`src/rtl/alu_seq_ctrl.sv`:
```
// Sequenced ALU front-end: debounced buttons load A, B and the opcode from the
// switches in order, then a registered execute stage presents result and flags.
module alu_seq_ctrl #(
    parameter int unsigned NB_DATA         = 8,
    parameter int unsigned NB_OPCODE       = 6,
    parameter int unsigned DEBOUNCE_CYCLES = 1000000
) (
    input  logic               i_clk,
    input  logic               i_reset,
    input  logic               i_enable,
    input  logic [NB_DATA-1:0] i_switch,
    input  logic [3:0]         i_btn,
    output logic [NB_DATA-1:0] o_result,
    output logic [3:0]         o_flags,
    output logic               o_valid,
    output logic               o_err,
    output logic [2:0]         o_state
);

    localparam int unsigned MSB   = NB_DATA - 1;
    localparam int unsigned CNT_W = $clog2(DEBOUNCE_CYCLES + 1);

    localparam logic [CNT_W-1:0] CNT_MAX  = CNT_W'(DEBOUNCE_CYCLES);
    localparam logic [CNT_W-1:0] CNT_LAST = CNT_W'(DEBOUNCE_CYCLES - 1);

    // Decoded on the low six opcode bits.
    localparam logic [5:0] OP_ADD = 6'b100000;
    localparam logic [5:0] OP_SUB = 6'b100010;
    localparam logic [5:0] OP_AND = 6'b100100;
    localparam logic [5:0] OP_OR  = 6'b100101;
    localparam logic [5:0] OP_XOR = 6'b100110;
    localparam logic [5:0] OP_NOR = 6'b100111;
    localparam logic [5:0] OP_SRA = 6'b000011;
    localparam logic [5:0] OP_SRL = 6'b000010;

    typedef enum logic [2:0] {
        ST_A    = 3'd0,
        ST_B    = 3'd1,
        ST_OP   = 3'd2,
        ST_EXEC = 3'd3,
        ST_DONE = 3'd4
    } state_t;

    state_t               state_q;
    logic [NB_DATA-1:0]   a_q;
    logic [NB_DATA-1:0]   b_q;
    logic [NB_OPCODE-1:0] op_q;

    logic [3:0]           sync_meta;
    logic [3:0]           sync_lvl;
    logic [3:0]           btn_p;
    logic [CNT_W-1:0]     cnt [4];

    logic [5:0]           op_low;
    logic [NB_DATA:0]     sum_ext;
    logic [NB_DATA:0]     diff_ext;
    logic [NB_DATA-1:0]   alu_res;
    logic                 alu_c;
    logic                 alu_v;
    logic                 alu_err;
    logic [3:0]           alu_flags;

    // Button synchronisers and saturating debounce counters; one pulse per press.
    // Runs regardless of i_enable so a press seen while disabled is simply lost.
    always_ff @(posedge i_clk or negedge i_reset) begin
        if (!i_reset) begin
            sync_meta <= '0;
            sync_lvl  <= '0;
            btn_p     <= '0;
            for (int i = 0; i < 4; i++) begin
                cnt[i] <= '0;
            end
        end else begin
            sync_meta <= i_btn;
            sync_lvl  <= sync_meta;
            for (int i = 0; i < 4; i++) begin
                if (!sync_lvl[i]) begin
                    cnt[i] <= '0;
                end else if (cnt[i] != CNT_MAX) begin
                    cnt[i] <= cnt[i] + CNT_W'(1);
                end
                // Pulse lines up with the cycle the counter holds CNT_MAX.
                btn_p[i] <= sync_lvl[i] && (cnt[i] == CNT_LAST);
            end
        end
    end

    // ALU datapath on the loaded operands; consumed by the execute state.
    always_comb begin
        op_low   = 6'(op_q);
        sum_ext  = {1'b0, a_q} + {1'b0, b_q};
        diff_ext = {1'b0, a_q} - {1'b0, b_q};
        alu_res  = '0;
        alu_c    = 1'b0;
        alu_v    = 1'b0;
        alu_err  = 1'b0;
        case (op_low)
            OP_ADD: begin
                alu_res = sum_ext[MSB:0];
                alu_c   = sum_ext[NB_DATA];
                alu_v   = (a_q[MSB] == b_q[MSB]) && (sum_ext[MSB] != a_q[MSB]);
            end
            OP_SUB: begin
                alu_res = diff_ext[MSB:0];
                alu_c   = diff_ext[NB_DATA];
                alu_v   = (a_q[MSB] != b_q[MSB]) && (diff_ext[MSB] != a_q[MSB]);
            end
            OP_AND: alu_res = a_q & b_q;
            OP_OR:  alu_res = a_q | b_q;
            OP_XOR: alu_res = a_q ^ b_q;
            OP_NOR: alu_res = ~(a_q | b_q);
            // Shift amounts >= NB_DATA fill with sign / zero by language rules.
            OP_SRA: alu_res = $signed(a_q) >>> b_q;
            OP_SRL: alu_res = a_q >> b_q;
            default: alu_err = 1'b1;
        endcase
        alu_flags = alu_err ? 4'b0000 : {alu_res[MSB], (alu_res == '0), alu_c, alu_v};
    end

    // Load/execute sequencer with registered result, flags, valid and error.
    always_ff @(posedge i_clk or negedge i_reset) begin
        if (!i_reset) begin
            state_q  <= ST_A;
            a_q      <= '0;
            b_q      <= '0;
            op_q     <= '0;
            o_result <= '0;
            o_flags  <= '0;
            o_valid  <= 1'b0;
            o_err    <= 1'b0;
        end else if (i_enable) begin
            case (state_q)
                ST_A: begin
                    if (btn_p[0]) begin
                        a_q     <= i_switch;
                        state_q <= ST_B;
                    end
                end
                ST_B: begin
                    if (btn_p[1]) begin
                        b_q     <= i_switch;
                        state_q <= ST_OP;
                    end else if (btn_p[3]) begin
                        state_q <= ST_A;
                    end
                end
                ST_OP: begin
                    if (btn_p[2]) begin
                        op_q    <= i_switch[NB_OPCODE-1:0];
                        state_q <= ST_EXEC;
                    end else if (btn_p[3]) begin
                        state_q <= ST_A;
                    end
                end
                ST_EXEC: begin
                    o_result <= alu_res;
                    o_flags  <= alu_flags;
                    o_err    <= alu_err;
                    o_valid  <= 1'b1;
                    state_q  <= ST_DONE;
                end
                ST_DONE: begin
                    if (btn_p[2]) begin
                        op_q    <= i_switch[NB_OPCODE-1:0];
                        o_valid <= 1'b0;
                        state_q <= ST_EXEC;
                    end else if (btn_p[3]) begin
                        o_valid <= 1'b0;
                        state_q <= ST_A;
                    end
                end
                default: state_q <= ST_A;
            endcase
        end
    end

    assign o_state = state_q;

endmodule

```
`config.mk`:
```
export PLATFORM = sky130hd
export DESIGN_NAME = alu_seq_ctrl
export DESIGN_NICKNAME = d
export VERILOG_FILES = /design/src/rtl/alu_seq_ctrl.sv
export SDC_FILE = /design/constraint.sdc
export NUM_CORES = 1
export LEC_CHECK = 0
export BUFFER_PORTS_ARGS = -buffer_cell sky130_fd_sc_hd__buf_2
export CAP_MARGIN = 20
export CORE_ASPECT_RATIO = 1.4
export CORE_MARGIN = 3
export CORE_UTILIZATION = 43
export CTS_CLUSTER_SIZE = 28
export DETAILED_ROUTE_END_ITERATION = 8
export PLACE_DENSITY = 0.58
export SYNTH_ARGS = -nofsm -noshare
export SYNTH_HDL_FRONTEND = slang
export SYNTH_SLANG_ARGS = --single-unit
export TNS_END_PERCENT = 20
```
`constraint.sdc`:
```
create_clock -name i_clk -period 3.9 [get_ports i_clk]
set_clock_uncertainty 0.15 [all_clocks]
set_input_delay 0.585 -clock i_clk [delete_from_list [all_inputs] [get_ports i_clk]]
set_output_delay 0.585 -clock i_clk [all_outputs]
set_load 0.02 [all_outputs]
```
==> results.ini, run 1 <==
[outcome]
status = complete, no violations

[clocking]
clk_path_buf_depth = 2
root_buffer = clkbuf_16
cts_setup_buffers = 0
hold_buffers = 0
clock-sinks = 130
cts_repair_resize_count = 0
clk_pin_slew_ns = 0.06
cts_tree = yes
htreeDepth = 4
cts-buffers-inserted = 17
clock_latency_ns = 0.42

[power]
p_leak_nw = 3.74
powerDensity_nw_per_um2 = 346
internal_power_mw = 2.35
swShare = 0.225
ir_drop_mv = 0.308
p_clk_frac = 0.518
switchingPower_mw = 0.680
seqPwrFrac = 0.457
combPwrFrac = 0.025

[yosys]
synth_enable_flop_cells = 0
ys_top_cells_by_area = dfrtp_1 (42%), xnor2_1 (6.2%), ha_1 (5.1%)
syn_nets = 856
ys_seq_area_frac = 0.416
synth_top_cell_area_share = 0.416
async_flop_share = 1.00
yosysTopAreaCell = dfrtp_1
synth_cell_type_count = 83
synth.ff_latch_count = 130
synthCells = 807
yosys_warnings = 0
synth_area_um2 = 7830
syn_avg_cell_area_um2 = 9.70
synthFlopType = dfrtp_1

[finish]
synthToLayoutAreaGrowth_pct = 11.7
fin_area_um2 = 8740
drive_gt1_frac = 0.132
final_nets = 877
final_cell_mix = dfrtp_1 (130), nand2_1 (68), xnor2_1 (55), and2_1 (48), nand3_1 (47)
fillCellCount = 1666
register_area_um2 = 3250
finish.utilization = 0.496
final_common_cell = dfrtp_1
multi_input_area_um2 = 4260
stdcell_count = 1078

[hold_path]
hp-class = in2async

[grt]
grt_max_degree = 75
grt_overflow_total = 0
grt_usage = 0.196
grt_pass1_vias = 6176
antenna_found_initial = 1
grt_first_pass_wirelength_um = 31300

[floorplan]
core-area_um2 = 17600
dieArea_um2 = 19900
start_util = 0.444
io_pins = 32
chipWidth_um = 120
die_h_um = 166
core.rowCount = 57

[route]
wl_per_cell_um = 17.4
wl_um = 18800
vias = 6052
drtPass1Iterations = 5
first_iter_violations = 402
vias_per_cell = 5.61
drc = 0
drtAntennaViolNets = 0

[sta]
worstMarginPinSlew_ns = 0.801
finalCriticalPeriod_ns = 3.08
drv_slew = 0
fmax_mhz = 325
fin_tns_setup_ns = 0
rsz0062_at_grt = no
setup_viol_count_final = 0
relSlewSlack = 0.461
layout_worst_path_cycle_share = 0.790
hold_viol = 0

[placed_design]
hpwl_um = 13900
place.gp.congestion = 0.989
placedCellCount = 1045
placed_area_um2 = 8160
io_buffers = 31

[worst_setup_path]
cp.required_ns = 4.08
worst_path_max_delay_cell = dfrtp_1
arrival_ns = 3.27
r2r_cells = 9
r2r-end = o_flags[2]
slowest_delay_ns = 0.59
crit_chain = ha_1 > fa_1 > o21bai_1 > a21oi_1 > a221oi_1 > o221ai_1 > nor4_1 > nand4_1 > o31ai_2
worstSetupEndpointType = flop
path_depth = 9
reg2reg_slack_ns = 0.82
critPathLaunchType = flop
crit_buf_inv = 0
cp_max_fo = 17
timing.rr.start = b_q[0]
path_delay_family = compound AO/OA/AOI/OAI gates
path_class = reg2reg

[job]
cap_violations = 0

cell type report:
cell class                      instances  area share
Sequential cell                       130       0.372
Inverter                               35      0.0150
Clock buffer                           20      0.0511
Clock inverter                         12      0.0150
Multi-Input combinational cell        607       0.487
Antenna cell                            1    0.000286
Timing Repair Buffer                   37      0.0251
Tap cell                              236      0.0338
worst max path at each step:
| stage | startpoint | to | slack (ns) |
|---|---|---|---|
| 5_1_grt | b_q[0] | o_flags[2] | 0.70 |
| 2_1_floorplan | a_q[0] | o_flags[2] | 1.41 |
| 6_report | b_q[0] | o_flags[2] | 0.82 |
| 3_5_place_dp | b_q[0] | o_flags[2] | 0.87 |
| 3_3_place_gp | b_q[1] | o_flags[2] | 0.93 |
| 4_1_cts | b_q[0] | o_flags[2] | 0.85 |
state kept, by name (all words and copies together) (netlist names):
name,count
cnt,80
a_q,8
b_q,8
o_result,8
op_low,6
btn_p,4
sync_lvl,4
sync_meta,4
o_flags,3
o_state,3
o_err,1
o_valid,1
power by group through the flow:
stage / logic (mW) / clock network, mW / registers (mW)
2_1_floorplan: 0.0371 / 0 / 1.40
3_3_place_gp: 0.0760 / 0 / 1.41
3_5_place_dp: 0.0801 / 0 / 1.41
4_1_cts: 0.0806 / 1.61 / 1.38
5_1_grt: 0.0911 / 1.67 / 1.39
6_report: 0.0764 / 1.57 / 1.38
worst reg2reg max path, delay by kind of cell (launching register included):
family / cells / cell delay (ns)
AO/OA/AOI/OAI: 5 / 1.06
AND/OR/NAND/NOR: 2 / 0.44
flip-flops: 1 / 0.59
adder cells (fa/ha/maj): 2 / 0.75
cell usage after synthesis, types with 16 or more instances:
library cell	count
nor3_1	16
and2_1	48
and3_1	18
clkbuf_1	23
ha_1	32
nor2_1	44
mux2_2	22
a21oi_1	22
xnor2_1	55
xor2_1	18
o21ai_0	29
nand2_1	68
or3_1	16
nand4_1	16
nand3_1	47
dfrtp_1	130
inv_1	32
routing by layer:
layer,vias up,part of all wire,global-route usage
li1,2897,-,-
met1,2940,0.40,0.222
met2,150,0.50,0.334
met3,65,0.037,0.0443
met4,0,0.057,0.114
met5,-,0,0
through the flow:
step | worst slack [ns] | total power, mW | hold WS (ns)
after global placement | 0.932 | 1.48 | 0.183
after detailed placement | 0.867 | 1.49 | 0.187
after CTS | 0.851 | 3.07 | 0.0675
after global routing | 0.701 | 3.15 | 0.0813
final | 0.819 | 3.03 | 0.0199
after floorplan | 1.41 | 1.44 | 0.139
cells by family (layout without fill, tap and decap cells):
family / after synthesis / after routing / synth area share
flops: 130 / 130 / 0.416
fa+ha+maj: 35 / 35 / 0.0576
other cells: 0 / 1 / 0
simple gates: 326 / 326 / 0.226
xor+xnor: 73 / 73 / 0.0817
buf+inv: 70 / 104 / 0.0401
mux: 37 / 37 / 0.0598
compound gates: 136 / 136 / 0.120
(Power assumes the default switching activity.)
==> run 2, diff against run 1 <==
PLACE_DENSITY = 0.6   (was 0.58)
clock period = 2.8 ns   (was 3.9 ns; I/O delays follow)
==> results.ini, run 2 (synthesis results as in run 1) <==
[route]
wl_per_cell_um = 16.6
vias_per_cell = 5.58
wl_um = 18500
vias = 6237
first_iter_violations = 303
drtPass1Iterations = 5
drtAntennaViolNets = 0
drc = 0

[clocking]
cts_setup_buffers = 0
clock_latency_ns = 0.41
clk_path_buf_depth = 2
cts-buffers-inserted = 17
root_buffer = clkbuf_16
cts_tree = yes
clk_pin_slew_ns = 0.06
htreeDepth = 4
clock-sinks = 130

[placed_design]
io_buffers = 31
placed_area_um2 = 8420
place_ws_ns = 0.0488
hpwl_um = 13900
place.gp.congestion = 0.960

[grt]
grt_first_pass_wirelength_um = 31500
antenna_found_initial = 0
grt_max_degree = 76
grt_overflow_total = 0
grt_usage = 0.194
grt_pass1_vias = 6375

[finish]
largest_register = cnt
final_nets = 918
synthToLayoutAreaGrowth_pct = 16.4
antennaDiodeCount = 0
fillCellCount = 1634
drive_gt1_frac = 0.177
final_cell_mix = dfrtp_1 (128), nand2_1 (68), xnor2_1 (55), and2_1 (48), nand3_1 (47)
final_common_cell = dfrtp_1
largest_register_ffs = 80
fin_area_um2 = 9110

[worst_setup_path]
path_delay_family = compound AO/OA/AOI/OAI gates
cp_max_fo = 4
worst_path_max_delay_cell = fa_1
path_depth = 10
path_class = reg2reg
crit_buf_inv = 1
critPathLaunchType = flop
arrival_ns = 2.79
r2r_cells = 10
cp.required_ns = 2.98
worstSetupEndpointType = flop
slowest_delay_ns = 0.40
crit_chain = inv_1 > ha_1 > fa_1 > o21bai_1 > a21oi_1 > a221oi_2 > o221ai_2 > nor4_1 > nand4_1 > o31ai_2

[sta]
fin_hold_ws_ns = 0.0966
layout_worst_path_cycle_share = 0.934
fmax_mhz = 382
relSlewSlack = 0.533
fin_tns_setup_ns = 0
setup_viol_count_final = 0
rsz0062_at_grt = no
setup_slack_ns = 0.184
drv_slew = 0
worstMarginPinSlew_ns = 0.683
hold_viol = 0
finalCriticalPeriod_ns = 2.62

[power]
ir_drop_mv = 0.366
swShare = 0.218
switchingPower_mw = 0.939
internal_power_mw = 3.36
combPwrFrac = 0.027
p_leak_nw = 3.97
seqPwrFrac = 0.447
p_clk_frac = 0.526
powerDensity_nw_per_um2 = 472

[floorplan]
die_h_um = 166
core.rowCount = 57
core-area_um2 = 17600
start_util = 0.444
dieArea_um2 = 19900
chipWidth_um = 120
io_pins = 32

[hold_path]
hp-class = in2reg
hold_depth = 3

[outcome]
status = complete, no violations

[job]
cap_violations = 0

## run 2: cell types whose count changed in the layout (fill, tap and decap cells not counted), moves of 2 or more
cell	delta
buf_4	+37
a221oi_1	-2
dlygate4sd3_1	+5
dfrtp_2	+2
a221oi_2	+2
dfrtp_1	-2
## run 2: per-layer routing
metal  routed length (um)  global-route usage
met5                    0                   0
met4                  698              0.0877
met3                  543              0.0331
met2                 9570               0.341
met1                 7730               0.230
## run 2: power groups by stage
stage | Sequential [mW] | Combinational, mW | Clock (mW)
after floorplan | 1.95 | 0.0517 | 0
after global placement | 1.96 | 0.111 | 0
after detailed placement | 1.96 | 0.116 | 0
after CTS | 1.92 | 0.122 | 2.32
after global routing | 1.93 | 0.135 | 2.40
final | 1.92 | 0.116 | 2.26
## run 2: through the flow
stage	power (mW)	utilization	cells
final	4.30	0.517	1118
after global routing	4.47	0.517	1118
after CTS	4.37	0.515	1118
after detailed placement	2.07	0.478	1081
after global placement	2.07	0.478	1081
after floorplan	2.00	-	807
## run 2: final cells by class
class,instances,area [um2],share of cell area
Clock buffer,19,443,0.0486
Sequential cell,130,3260,0.357
Tap cell,236,295,0.0324
Clock inverter,13,159,0.0174
Timing Repair Buffer,78,536,0.0588
Inverter,35,131,0.0144
Multi-Input combinational cell,607,4290,0.471
## run 2: worst register-to-register path: stages (launching register included)
cell and delay (ns):
dfrtp_1 0.38, inv_1 0.08, ha_1 0.23, fa_1 0.40
o21bai_1 0.14, a21oi_1 0.14, a221oi_2 0.28, o221ai_2 0.14
nor4_1 0.21, nand4_1 0.15, o31ai_2 0.24
## run 2: worst paths after layout
path / from / endpoint / slack [ns]
hold reg to reg: sync_meta[2] / sync_lvl[2] / 0.20
hold / removal: i_switch[2] / op_low[2] / 0.1
setup / recovery: a_q[0] / o_flags[2] / 0.18
min in group asynchronous: i_reset / o_flags[1] / 0.32
setup reg to reg: a_q[0] / o_flags[2] / 0.18
max in group asynchronous: i_reset / sync_meta[1] / 1.43
## run 2: repair_timing
item / in CTS / in global routing
hold endpoints to repair: 27 / 0
gates resized for setup: 0 / 8
setup endpoints to repair: 0 / 1
hold buffers: 5 / 0
